===== config.mk =====
export PLATFORM = sky130hd
export DESIGN_NAME = datapath_sequencer
export DESIGN_NICKNAME = d
export VERILOG_FILES = /design/src/rtl/ctrl_pkg.sv /design/src/rtl/ctrl_decode.sv /design/src/rtl/datapath_sequencer.sv
export SDC_FILE = /design/constraint.sdc
export NUM_CORES = 1
export LEC_CHECK = 0
export ABC_AREA = 1
export CORE_MARGIN = 2
export CORE_UTILIZATION = 38
export DETAILED_ROUTE_END_ITERATION = 12
export PLACE_DENSITY = 0.77
export SYNTH_ARGS = -nofsm -noshare
export SYNTH_HDL_FRONTEND = slang
export SYNTH_SLANG_ARGS = --single-unit

===== constraint.sdc =====
create_clock -name iClk -period 1.8 [get_ports iClk]
set_input_delay 0.36 -clock iClk [delete_from_list [all_inputs] [get_ports iClk]]
set_output_delay 0.36 -clock iClk [all_outputs]
set_load 0.05 [all_outputs]

===== src/rtl/ctrl_pkg.sv =====
// Shared encodings for the MiniSRC control unit: opcodes, ALU codes, FSM states, IR fields.
package ctrl_pkg;

    localparam logic [4:0] OP_LD   = 5'b00000;
    localparam logic [4:0] OP_LDI  = 5'b00001;
    localparam logic [4:0] OP_ST   = 5'b00010;
    localparam logic [4:0] OP_ADD  = 5'b00011;
    localparam logic [4:0] OP_SUB  = 5'b00100;
    localparam logic [4:0] OP_AND  = 5'b00101;
    localparam logic [4:0] OP_OR   = 5'b00110;
    localparam logic [4:0] OP_ROR  = 5'b00111;
    localparam logic [4:0] OP_ROL  = 5'b01000;
    localparam logic [4:0] OP_SHR  = 5'b01001;
    localparam logic [4:0] OP_SHRA = 5'b01010;
    localparam logic [4:0] OP_SHL  = 5'b01011;
    localparam logic [4:0] OP_ADDI = 5'b01100;
    localparam logic [4:0] OP_ANDI = 5'b01101;
    localparam logic [4:0] OP_ORI  = 5'b01110;
    localparam logic [4:0] OP_DIV  = 5'b01111;
    localparam logic [4:0] OP_MUL  = 5'b10000;
    localparam logic [4:0] OP_NEG  = 5'b10001;
    localparam logic [4:0] OP_NOT  = 5'b10010;
    localparam logic [4:0] OP_BR   = 5'b10011;
    localparam logic [4:0] OP_JR   = 5'b10100;
    localparam logic [4:0] OP_MFHI = 5'b11000;
    localparam logic [4:0] OP_MFLO = 5'b11001;
    localparam logic [4:0] OP_NOP  = 5'b11010;
    localparam logic [4:0] OP_HALT = 5'b11011;

    localparam logic [3:0] ALU_PASSA = 4'd0;
    localparam logic [3:0] ALU_ADD   = 4'd1;
    localparam logic [3:0] ALU_SUB   = 4'd2;
    localparam logic [3:0] ALU_AND   = 4'd3;
    localparam logic [3:0] ALU_OR    = 4'd4;
    localparam logic [3:0] ALU_ROR   = 4'd5;
    localparam logic [3:0] ALU_ROL   = 4'd6;
    localparam logic [3:0] ALU_SHR   = 4'd7;
    localparam logic [3:0] ALU_SHRA  = 4'd8;
    localparam logic [3:0] ALU_SHL   = 4'd9;
    localparam logic [3:0] ALU_MUL   = 4'd10;
    localparam logic [3:0] ALU_DIV   = 4'd11;
    localparam logic [3:0] ALU_NEG   = 4'd12;
    localparam logic [3:0] ALU_NOT   = 4'd13;

    localparam int OP_HI  = 31;
    localparam int OP_LO  = 27;
    localparam int RA_HI  = 26;
    localparam int RA_LO  = 23;
    localparam int RB_HI  = 22;
    localparam int RB_LO  = 19;
    localparam int RC_HI  = 18;
    localparam int RC_LO  = 15;
    localparam int C2_HI  = 20;
    localparam int C2_LO  = 19;
    localparam int IMM_HI = 18;

    typedef enum logic [2:0] {
        S_RESET  = 3'd0,
        S_FETCH  = 3'd1,
        S_DECODE = 3'd2,
        S_EXEC   = 3'd3,
        S_MEM    = 3'd4,
        S_WB     = 3'd5,
        S_WRITE  = 3'd6,
        S_HALT   = 3'd7
    } state_t;

    // Instruction class selects the path through the state sequence.
    typedef enum logic [3:0] {
        CLS_ALU, CLS_LD, CLS_ST, CLS_MULDIV, CLS_BR, CLS_JR, CLS_MF, CLS_NOP, CLS_HALT
    } class_t;

    typedef struct packed {
        logic [3:0] alu_ctrl;
        logic       use_imm;
        class_t     cls;
        logic       legal;
    } decode_t;

    function automatic logic [31:0] sign_extend_imm(input logic [31:0] ir);
        return {{(31 - IMM_HI){ir[IMM_HI]}}, ir[IMM_HI:0]};
    endfunction

endpackage


===== src/rtl/ctrl_decode.sv =====
// Opcode decoder: op -> ALU code, immediate-operand flag, instruction class, legality.
// mul/div/mfhi/mflo are legal only when CTRL_MULDIV_EN is defined.
module ctrl_decode
    import ctrl_pkg::*;
(
    input  logic [4:0] op,
    output decode_t    dec
);

    always_comb begin
        dec = '{alu_ctrl: ALU_ADD, use_imm: 1'b0, cls: CLS_ALU, legal: 1'b1};
        case (op)
            OP_LD:   begin dec.use_imm = 1'b1; dec.cls = CLS_LD; end
            OP_LDI:  dec.use_imm = 1'b1;
            OP_ST:   begin dec.use_imm = 1'b1; dec.cls = CLS_ST; end
            OP_ADD:  dec.alu_ctrl = ALU_ADD;
            OP_SUB:  dec.alu_ctrl = ALU_SUB;
            OP_AND:  dec.alu_ctrl = ALU_AND;
            OP_OR:   dec.alu_ctrl = ALU_OR;
            OP_ROR:  dec.alu_ctrl = ALU_ROR;
            OP_ROL:  dec.alu_ctrl = ALU_ROL;
            OP_SHR:  dec.alu_ctrl = ALU_SHR;
            OP_SHRA: dec.alu_ctrl = ALU_SHRA;
            OP_SHL:  dec.alu_ctrl = ALU_SHL;
            OP_ADDI: dec.use_imm = 1'b1;
            OP_ANDI: begin dec.alu_ctrl = ALU_AND; dec.use_imm = 1'b1; end
            OP_ORI:  begin dec.alu_ctrl = ALU_OR;  dec.use_imm = 1'b1; end
            OP_NEG:  dec.alu_ctrl = ALU_NEG;
            OP_NOT:  dec.alu_ctrl = ALU_NOT;
            OP_BR:   begin dec.alu_ctrl = ALU_PASSA; dec.cls = CLS_BR; end
            OP_JR:   begin dec.alu_ctrl = ALU_PASSA; dec.cls = CLS_JR; end
            OP_NOP:  dec.cls = CLS_NOP;
            OP_HALT: dec.cls = CLS_HALT;
`ifdef CTRL_MULDIV_EN
            OP_MUL:  begin dec.alu_ctrl = ALU_MUL; dec.cls = CLS_MULDIV; end
            OP_DIV:  begin dec.alu_ctrl = ALU_DIV; dec.cls = CLS_MULDIV; end
            OP_MFHI: dec.cls = CLS_MF;
            OP_MFLO: dec.cls = CLS_MF;
`endif
            // Illegal opcodes retire like a nop after flagging.
            default: begin dec.legal = 1'b0; dec.cls = CLS_NOP; end
        endcase
    end

endmodule


===== src/rtl/datapath_sequencer.sv =====
// Multi-cycle MiniSRC control unit: IR, state sequence, memory handshake, datapath strobes.
// Define CTRL_MULDIV_EN to enable mul/div/mfhi/mflo and the oRAS_en/oMUX_ASS strobes.
module datapath_sequencer
    import ctrl_pkg::*;
#(
    parameter bit START_STATE_HALT = 1'b0
)
(
    input  logic        iClk,
    input  logic        iRst,
    input  logic [31:0] iMemData,
    input  logic        iMemRdy,
    input  logic        iALU_zero,
    input  logic        iALU_neg,
    output logic        oMemRd,
    output logic        oMemWr,
    output logic        oPC_nRst,
    output logic        oPC_en,
    output logic        oPC_jmp,
    output logic        oPC_loadRA,
    output logic        oPC_loadImm,
    output logic        oRF_Write,
    output logic [3:0]  oRF_AddrA,
    output logic [3:0]  oRF_AddrB,
    output logic [3:0]  oRF_AddrC,
    output logic        oRA_en,
    output logic        oRB_en,
    output logic        oRZH_en,
    output logic        oRZL_en,
    output logic        oRAS_en,
    output logic        oRWB_en,
    output logic        oRMA_en,
    output logic        oRMD_en,
    output logic [3:0]  oALU_Ctrl,
    output logic        oMUX_B,
    output logic        oMUX_RZHS,
    output logic        oMUX_WB,
    output logic        oMUX_MA,
    output logic        oMUX_ASS,
    output logic [31:0] oImm32,
    output logic        oHalted,
    output logic        oIllegal,
    output state_t      oState
);

    // Memory handshake: oMemRd/oMemWr stay high and the FSM holds its state until
    // iMemRdy is seen in the same cycle; that cycle completes the access.

    state_t      state, next_state;
    logic [31:0] ir;
    decode_t     dec;
    logic        br_taken;

    ctrl_decode u_decode (
        .op  (ir[OP_HI:OP_LO]),
        .dec (dec)
    );

    always_ff @(posedge iClk) begin
        if (iRst) begin
            state <= S_RESET;
            ir    <= '0;
        end else begin
            state <= next_state;
            if (state == S_FETCH && iMemRdy)
                ir <= iMemData;
        end
    end

    always_comb begin
        next_state = state;
        case (state)
            S_RESET:  next_state = START_STATE_HALT ? S_HALT : S_FETCH;
            S_FETCH:  if (iMemRdy) next_state = S_DECODE;
            S_DECODE: begin
                case (dec.cls)
                    CLS_NOP:  next_state = S_FETCH;
                    CLS_HALT: next_state = S_HALT;
                    CLS_MF:   next_state = S_WB;
                    default:  next_state = S_EXEC;
                endcase
            end
            S_EXEC: begin
                case (dec.cls)
                    CLS_MULDIV, CLS_BR, CLS_JR: next_state = S_FETCH;
                    CLS_LD, CLS_ST:             next_state = S_MEM;
                    default:                    next_state = S_WB;
                endcase
            end
            S_MEM:    if (iMemRdy) next_state = (dec.cls == CLS_LD) ? S_WRITE : S_FETCH;
            S_WB:     next_state = S_WRITE;
            S_WRITE:  next_state = S_FETCH;
            S_HALT:   next_state = S_HALT;
            default:  next_state = S_RESET;
        endcase
    end

    always_comb begin
        case (ir[C2_HI:C2_LO])
            2'd0:    br_taken = iALU_zero;
            2'd1:    br_taken = !iALU_zero;
            2'd2:    br_taken = !iALU_neg && !iALU_zero;
            default: br_taken = iALU_neg;
        endcase
    end

    always_comb begin
        oMemRd      = 1'b0;
        oMemWr      = 1'b0;
        oPC_nRst    = 1'b1;
        oPC_en      = 1'b0;
        oPC_jmp     = 1'b0;
        oPC_loadRA  = 1'b0;
        oPC_loadImm = 1'b0;
        oRF_Write   = 1'b0;
        oRF_AddrA   = '0;
        oRF_AddrB   = '0;
        oRF_AddrC   = '0;
        oRA_en      = 1'b0;
        oRB_en      = 1'b0;
        oRZH_en     = 1'b0;
        oRZL_en     = 1'b0;
        oRAS_en     = 1'b0;
        oRWB_en     = 1'b0;
        oRMA_en     = 1'b0;
        oRMD_en     = 1'b0;
        oALU_Ctrl   = ALU_PASSA;
        oMUX_B      = 1'b0;
        oMUX_RZHS   = 1'b0;
        oMUX_WB     = 1'b0;
        oMUX_MA     = 1'b0;
        oMUX_ASS    = 1'b0;
        oHalted     = 1'b0;
        oIllegal    = 1'b0;
        case (state)
            S_RESET:  oPC_nRst = 1'b0;
            S_FETCH: begin
                oMemRd = 1'b1;
                oPC_en = iMemRdy;
            end
            S_DECODE: begin
                oRA_en    = 1'b1;
                oRB_en    = 1'b1;
                oIllegal  = !dec.legal;
                oRF_AddrA = ir[RB_HI:RB_LO];
                oRF_AddrB = ir[RC_HI:RC_LO];
                if (dec.cls == CLS_ST)
                    oRF_AddrB = ir[RA_HI:RA_LO];
                if (dec.cls == CLS_BR || dec.cls == CLS_JR)
                    oRF_AddrA = ir[RA_HI:RA_LO];
            end
            S_EXEC: begin
                oALU_Ctrl = dec.alu_ctrl;
                oMUX_B    = dec.use_imm;
                oRZL_en   = 1'b1;
                oRZH_en   = 1'b1;
`ifdef CTRL_MULDIV_EN
                if (dec.cls == CLS_MULDIV)
                    oRAS_en = 1'b1;
`endif
                if (dec.cls == CLS_BR && br_taken) begin
                    oPC_jmp     = 1'b1;
                    oPC_loadImm = 1'b1;
                end
                if (dec.cls == CLS_JR) begin
                    oPC_jmp    = 1'b1;
                    oPC_loadRA = 1'b1;
                end
            end
            S_MEM: begin
                oMUX_MA = 1'b1;
                if (dec.cls == CLS_LD) begin
                    oMemRd  = 1'b1;
                    oRWB_en = iMemRdy;
                end else if (dec.cls == CLS_ST) begin
                    oMemWr = 1'b1;
                end
            end
            S_WB: begin
                oRWB_en = 1'b1;
                oMUX_WB = 1'b1;
`ifdef CTRL_MULDIV_EN
                if (dec.cls == CLS_MF) begin
                    oMUX_ASS  = 1'b1;
                    oMUX_RZHS = (ir[OP_HI:OP_LO] == OP_MFHI);
                end
`endif
            end
            S_WRITE: begin
                oRF_Write = 1'b1;
                oRF_AddrC = ir[RA_HI:RA_LO];
            end
            S_HALT:   oHalted = 1'b1;
            default:  ;
        endcase
    end

    assign oImm32 = sign_extend_imm(ir);
    assign oState = state;

endmodule

# Word level (Yosys, flattened, before mapping)

Index checks and enable logic that the tools add are counted.

Input bits: 37
Flip-flop bits (word level): 35
Logic and storage cells: 101
Output and inout port bits: 74

Muxes and demuxes: 40
Eq/ne operators: 39
Reductions and logical operators: 20

Operators by type and width:

| cell               | number |
|---|---|
| $pmux 4 s11        | 1 |
| $eq 5x4->1 const B | 7 |
| $eq 5x5->1 const B | 6 |
| $mux 4             | 6 |
| $pmux 4 s6         | 1 |
| $mux 1             | 23 |
| $pmux 3 s7         | 1 |
| $reduce_or 21->1   | 1 |
| $eq 5x3->1 const B | 4 |
| $eq 4x3->1 const B | 4 |
| $reduce_or 15->1   | 1 |
| $eq 3x3->1 const B | 4 |
| $eq 5x2->1 const B | 2 |
| $reduce_or 2->1    | 5 |
| $mux 3             | 3 |
| $pmux 3 s3         | 1 |
| $eq 4x2->1 const B | 2 |
| $eq 3x2->1 const B | 2 |
| $pmux 3 s2         | 1 |
| $reduce_or 6->1    | 1 |
| $eq 5x1->1 const B | 1 |
| $logic_not 5->1    | 1 |
| $eq 4x1->1 const B | 1 |
| $eq 4x4->1 const B | 1 |
| 13 further kinds   | 19 |

# Logic depth before layout (Yosys ltp)

Depth in word-level cells: 8
Mapped depth: 12
Mapped depth without buffers: 12

# By module

Synthesis repeated with hierarchy kept, for this count alone.

Cell total of the unflattened synthesis: 369
Area total of the unflattened synthesis: 2338.5 µm²

Modules (own cells, without submodules):

| module             | area an instance (µm²) | sequential area each (µm²) | times used | cells an instance |
|---|---|---|---|---|
| datapath_sequencer | 1960.6                 | 700.7                      | 1          | 290 |
| ctrl_decode        | 377.9                  | 0.0                        | 1          | 79 |

# Least setup slack after synthesis

Ideal clock, no wire load.

Kind: register to output
From: register state[1] (netlist: oState[1])
To: output port oALU_Ctrl[1]
Path slack: -1.346 ns
Data required time: 1.440 ns
Data arrival time: 2.786 ns
Stages on the path, launching flop included: 5
Path buffers: 0
Path through: dfxtp_1 > inv_1 > nor3_2 > inv_1 > a31oi_1

Cells in the longest elaborated chain, start to end: 2

Ends and longest elaborated chain:

| item                   | line                      | source |
|---|---|---|
| from (decl)            | datapath_sequencer.sv:49  | `state_t state, next_state;` |
| from (signal assigned) | datapath_sequencer.sv:64  | `state <= next_state;` |
| $eq 3x2->1             | datapath_sequencer.sv:135 | `case (state)` |
| $mux 4                 | datapath_sequencer.sv:135 |  |
| to (decl)              | datapath_sequencer.sv:34  | `output logic [3:0] oALU_Ctrl,` |

No other way between the ends.

# Final worst setup path

From: register ir[27]
To: output port oPC_loadRA

Cells in the longest elaborated chain, start to end: 6
Elaborated cells between the ends (all ways): 25
Those cells by class: 20 x eq/ne; 3 x mux; 2 x reduce/logical

Ends and longest elaborated chain:

| item                                     | line                      | source |
|---|---|---|
| from (decl)                              | datapath_sequencer.sv:50  | `logic [31:0] ir;` |
| from (signal assigned)                   | datapath_sequencer.sv:66  | `ir <= iMemData;` |
| $eq 5x1->1, or another cell as far along | ctrl_decode.sv:12         | `case (op)` |
| $reduce_or 15->1 (no line)               | --                        |  |
| $pmux 4 s6 (*)                           | ctrl_decode.sv:12         |  |
| $eq 4x3->1 (*)                           | datapath_sequencer.sv:165 | `if (dec.cls == CLS_JR) begin` |
| $mux 1 (*)                               | datapath_sequencer.sv:165 |  |
| $mux 1 (*)                               | datapath_sequencer.sv:135 |  |
| to (decl)                                | datapath_sequencer.sv:20  | `output logic oPC_loadRA,` |

Every way passes the cells marked *; elsewhere a longest branch is shown, timed or not.

==> impl_metrics.yaml <==
sta:
  finalClockSkew_ps: 2.619
  worst_hold_slack_ps: 522.1
  finalCritPeriodShare: 1.228
  finalWorstSetupSlack_ps: -411.3
  rsz_0062_raised_after_global_routing: "true"
  finalWorstPathRequiredPeriod_ps: 2211
  finalSetupViolations: 24
  final_hold_viol_count: 0
  setup_total_negative_slack_ps: -4876
  max_freq_ghz: 0.4522
  final-max-slew-violation-count: 0
worst_setup_path:
  worstPathRequired_ps: 1440
  worstSetupEndpointType: "primary output"
  crit_type: "reg2out"
  slowest_stage: "sky130_fd_sc_hd__dfxtp_4"
  timing.critical_path.fanout_max: 5
  start_kind: "flop"
  crit_arrival_ps: 1850
  critical_path_cell_by_cell: "nand2_4 > clkinv_4 > nand3_4 > nand2_4 > inv_2 > nand2_1 > nor2_1 > nand2_1 > nand2_1 > nand2_2 > a21oi_4 > buf_12"
  critical_path.n_buffers_inverters: 3
  most_common_cell_on_crit_path: "sky130_fd_sc_hd__nand2_1"
  critPathTopFamily: "simple AND/OR/NAND/NOR gates"
  worst_path_largest_cell_delay_ps: 390
clock_tree:
  cts-buffers-inserted: 5
  cts_hold_repair.buffers: 0
  clockRootBuffer: "sky130_fd_sc_hd__clkbuf_8"
  ctsLongestPathBuffers: 2
  clock_latency_ps: 290
  clkSinkCount: 35
  clkTransAtPathRegs_ps: 70
  htreeDepth: 2
  tritoncts_clock_tree: "done"
place:
  port_buffers: 105
  place_area_mm2: 0.004021
  gpl.final_weighted_congestion: 0.9688
  dp_hpwl_um: 5614
  pre_cts_ws_ps: -295.0
route:
  drt.antenna.violating_nets: 0
  routed-via-count: 2713
  firstDrtPassIters: 4
  detail_route.drc_violations: 0
  post_drt_via_cell_ratio: 5.129
  drt_iter0_markers: 143
  wl_um: 8429
  routedWlPerCell_um: 15.93
logic_synthesis:
  yosys.cell_count.top_type: "sky130_fd_sc_hd__nor2_1"
  synthFlopType: "sky130_fd_sc_hd__dfxtp_1"
  netlist_area_mm2: 0.002206
  ys.warnings.count: 0
  synth.top_cell.area_share: 0.3176
  synth_sequential_area_ratio: 0.3176
  synth_async_sr_flop_share: 0
  synth_commonest_cells: "76 x sky130_fd_sc_hd__nor2_1, 43 x sky130_fd_sc_hd__o21ai_0, 39 x sky130_fd_sc_hd__buf_4"
  synth_cells: 333
  synthTopCellsByArea: "sky130_fd_sc_hd__dfxtp_1 32%, sky130_fd_sc_hd__buf_4 13%, sky130_fd_sc_hd__nor2_1 13%"
  netlist.top_cell.by_area: "sky130_fd_sc_hd__dfxtp_1"
  post_synth.cell_area_avg_um2: 6.624
  synth-edff-count: 0
  synth.ff_latch_count: 35
  synth.lib_cells_used.distinct: 28
final_layout:
  drive_above_1_share: 0.5055
  seqCellArea_um2: 728.2
  post-route-util: 0.8279
  area_delta_synth_final_pct: 107.9
  post_layout_net_count: 493
  multi_input_area_mm2: 0.001509
  layout.cell_area.non_filler_mm2: 0.004587
  number_of_fill_cells_in_the_layout: 297
  antenna_cells: 0
global_routing:
  first_global_vias: 2645
  global_route_wire_length_before_repair_um: 12890
  antenna_found_initial: 0
  grt_start_max_net_pins: 28
  gr-usage-all-layers: 0.2558
  overflow: 0
power:
  leakagePower_nw: 1.910
  worst_vdd_drop_mv: 0.7642
  power.density_mw_per_mm2: 857.5
floorplanning:
  design.die.area_mm2: 0.006430
  io_pins: 111
  die-height_um: 80.19
  die_width_um: 80.19
  floorplan.initialDensity: 0.3981
  placement_rows: 27
  coreArea_mm2: 0.005540
run:
  max-cap-violations: 0
hold_path:
  min-delay-path-class: "reg2reg"
outcome:
  outcome: "finished with violations"
  violations_in_the_final_reports: "setup timing"
## per-stage QoR
step                      total power, mW  instances
after global routing                4.104        529
final                               3.933        529
after global placement              3.004        496
after detailed placement            3.040        496
after CTS                           3.777        519
after floorplan                     2.312        337
## placed cells by master, fill, tap and decap left out, types with 3 or more instances in the layout
cell | synthesis | layout
sky130_fd_sc_hd__a21oi_1 | 22 | 12
sky130_fd_sc_hd__a21oi_4 | 0 | 11
sky130_fd_sc_hd__buf_12 | 0 | 52
sky130_fd_sc_hd__buf_4 | 39 | 65
sky130_fd_sc_hd__buf_6 | 2 | 8
sky130_fd_sc_hd__clkbuf_8 | 0 | 5
sky130_fd_sc_hd__clkdlybuf4s50_1 | 0 | 36
sky130_fd_sc_hd__clkinv_4 | 0 | 3
sky130_fd_sc_hd__conb_1 | 1 | 5
sky130_fd_sc_hd__dfxtp_1 | 35 | 27
sky130_fd_sc_hd__dfxtp_4 | 0 | 7
sky130_fd_sc_hd__inv_1 | 25 | 17
sky130_fd_sc_hd__inv_2 | 9 | 9
sky130_fd_sc_hd__nand2_1 | 24 | 16
sky130_fd_sc_hd__nand2_2 | 3 | 7
sky130_fd_sc_hd__nand2_4 | 0 | 4
sky130_fd_sc_hd__nand3_1 | 15 | 7
sky130_fd_sc_hd__nand3_2 | 4 | 7
sky130_fd_sc_hd__nand3_4 | 0 | 5
sky130_fd_sc_hd__nor2_1 | 76 | 59
sky130_fd_sc_hd__nor2_2 | 5 | 7
sky130_fd_sc_hd__nor2_4 | 1 | 16
sky130_fd_sc_hd__o211ai_1 | 4 | 4
sky130_fd_sc_hd__o21ai_0 | 43 | 33
sky130_fd_sc_hd__o21ai_1 | 2 | 6
sky130_fd_sc_hd__o21ai_2 | 0 | 3
sky130_fd_sc_hd__o21ai_4 | 0 | 3
## flip-flops by register name, indices dropped and copies added (netlist names)
register,flops
ir,32
oState,3
## final timing paths
kind | startpoint | endpoint | slack [ps] | cells after the start
worst max-delay path | ir[27] | oPC_loadRA | -410 | 12
worst min-delay path | ir[12] | ir[12] | 520 | 2
worst max register to register | ir[27] | oState[1] | 80 | 14
worst min register to register | ir[12] | ir[12] | 520 | 2
## worst min-delay path: stages, from the launching register on
cell and delay, ps:
sky130_fd_sc_hd__dfxtp_1 330, sky130_fd_sc_hd__o21ai_0 80, sky130_fd_sc_hd__nor2_1 80
## kinds of logic after synthesis
| kind of cell | Yosys count | synth area share |
|---|---|---|
| buffers and inverters | 86 | 0.2212 |
| AO/OA/AOI/OAI | 78 | 0.1889 |
| other | 1 | 0.001700 |
| flip-flops | 35 | 0.3176 |
| AND/OR/NAND/NOR | 133 | 0.2706 |
## repair_timing
item / CTS / global route
endpoints found under the setup margin: 27 / 45
gates resized for setup: 60 / 24
pin swaps: 19 / 15
buffers inserted: 17 / 10
## power breakdown
group | switching (mW) | total (mW) | internal (mW)
Combinational | 1.41 | 2.37 | 0.963
Clock | 0.281 | 0.552 | 0.272
Sequential | 0.112 | 1.01 | 0.894
Total | 1.80 | 3.93 | 2.13
## layout make-up
cell class,count,share of cell area
clock buffer,7,0.01664
clock inverter,1,0.001091
inverter,35,0.03682
multi-input combinational,216,0.3290
sequential,35,0.1588
tap,72,0.01964
timing repair buffer,163,0.4381
## per-layer routing
layer  up-vias  routed length (um)  GRT usage
met5         -                   0          0
met4         0                 276    0.08814
met3        27                 557    0.06742
met2       130                4467     0.4650
met1      1273                3127     0.2857
li1       1283                   -          -
(Power assumes the default switching activity.)
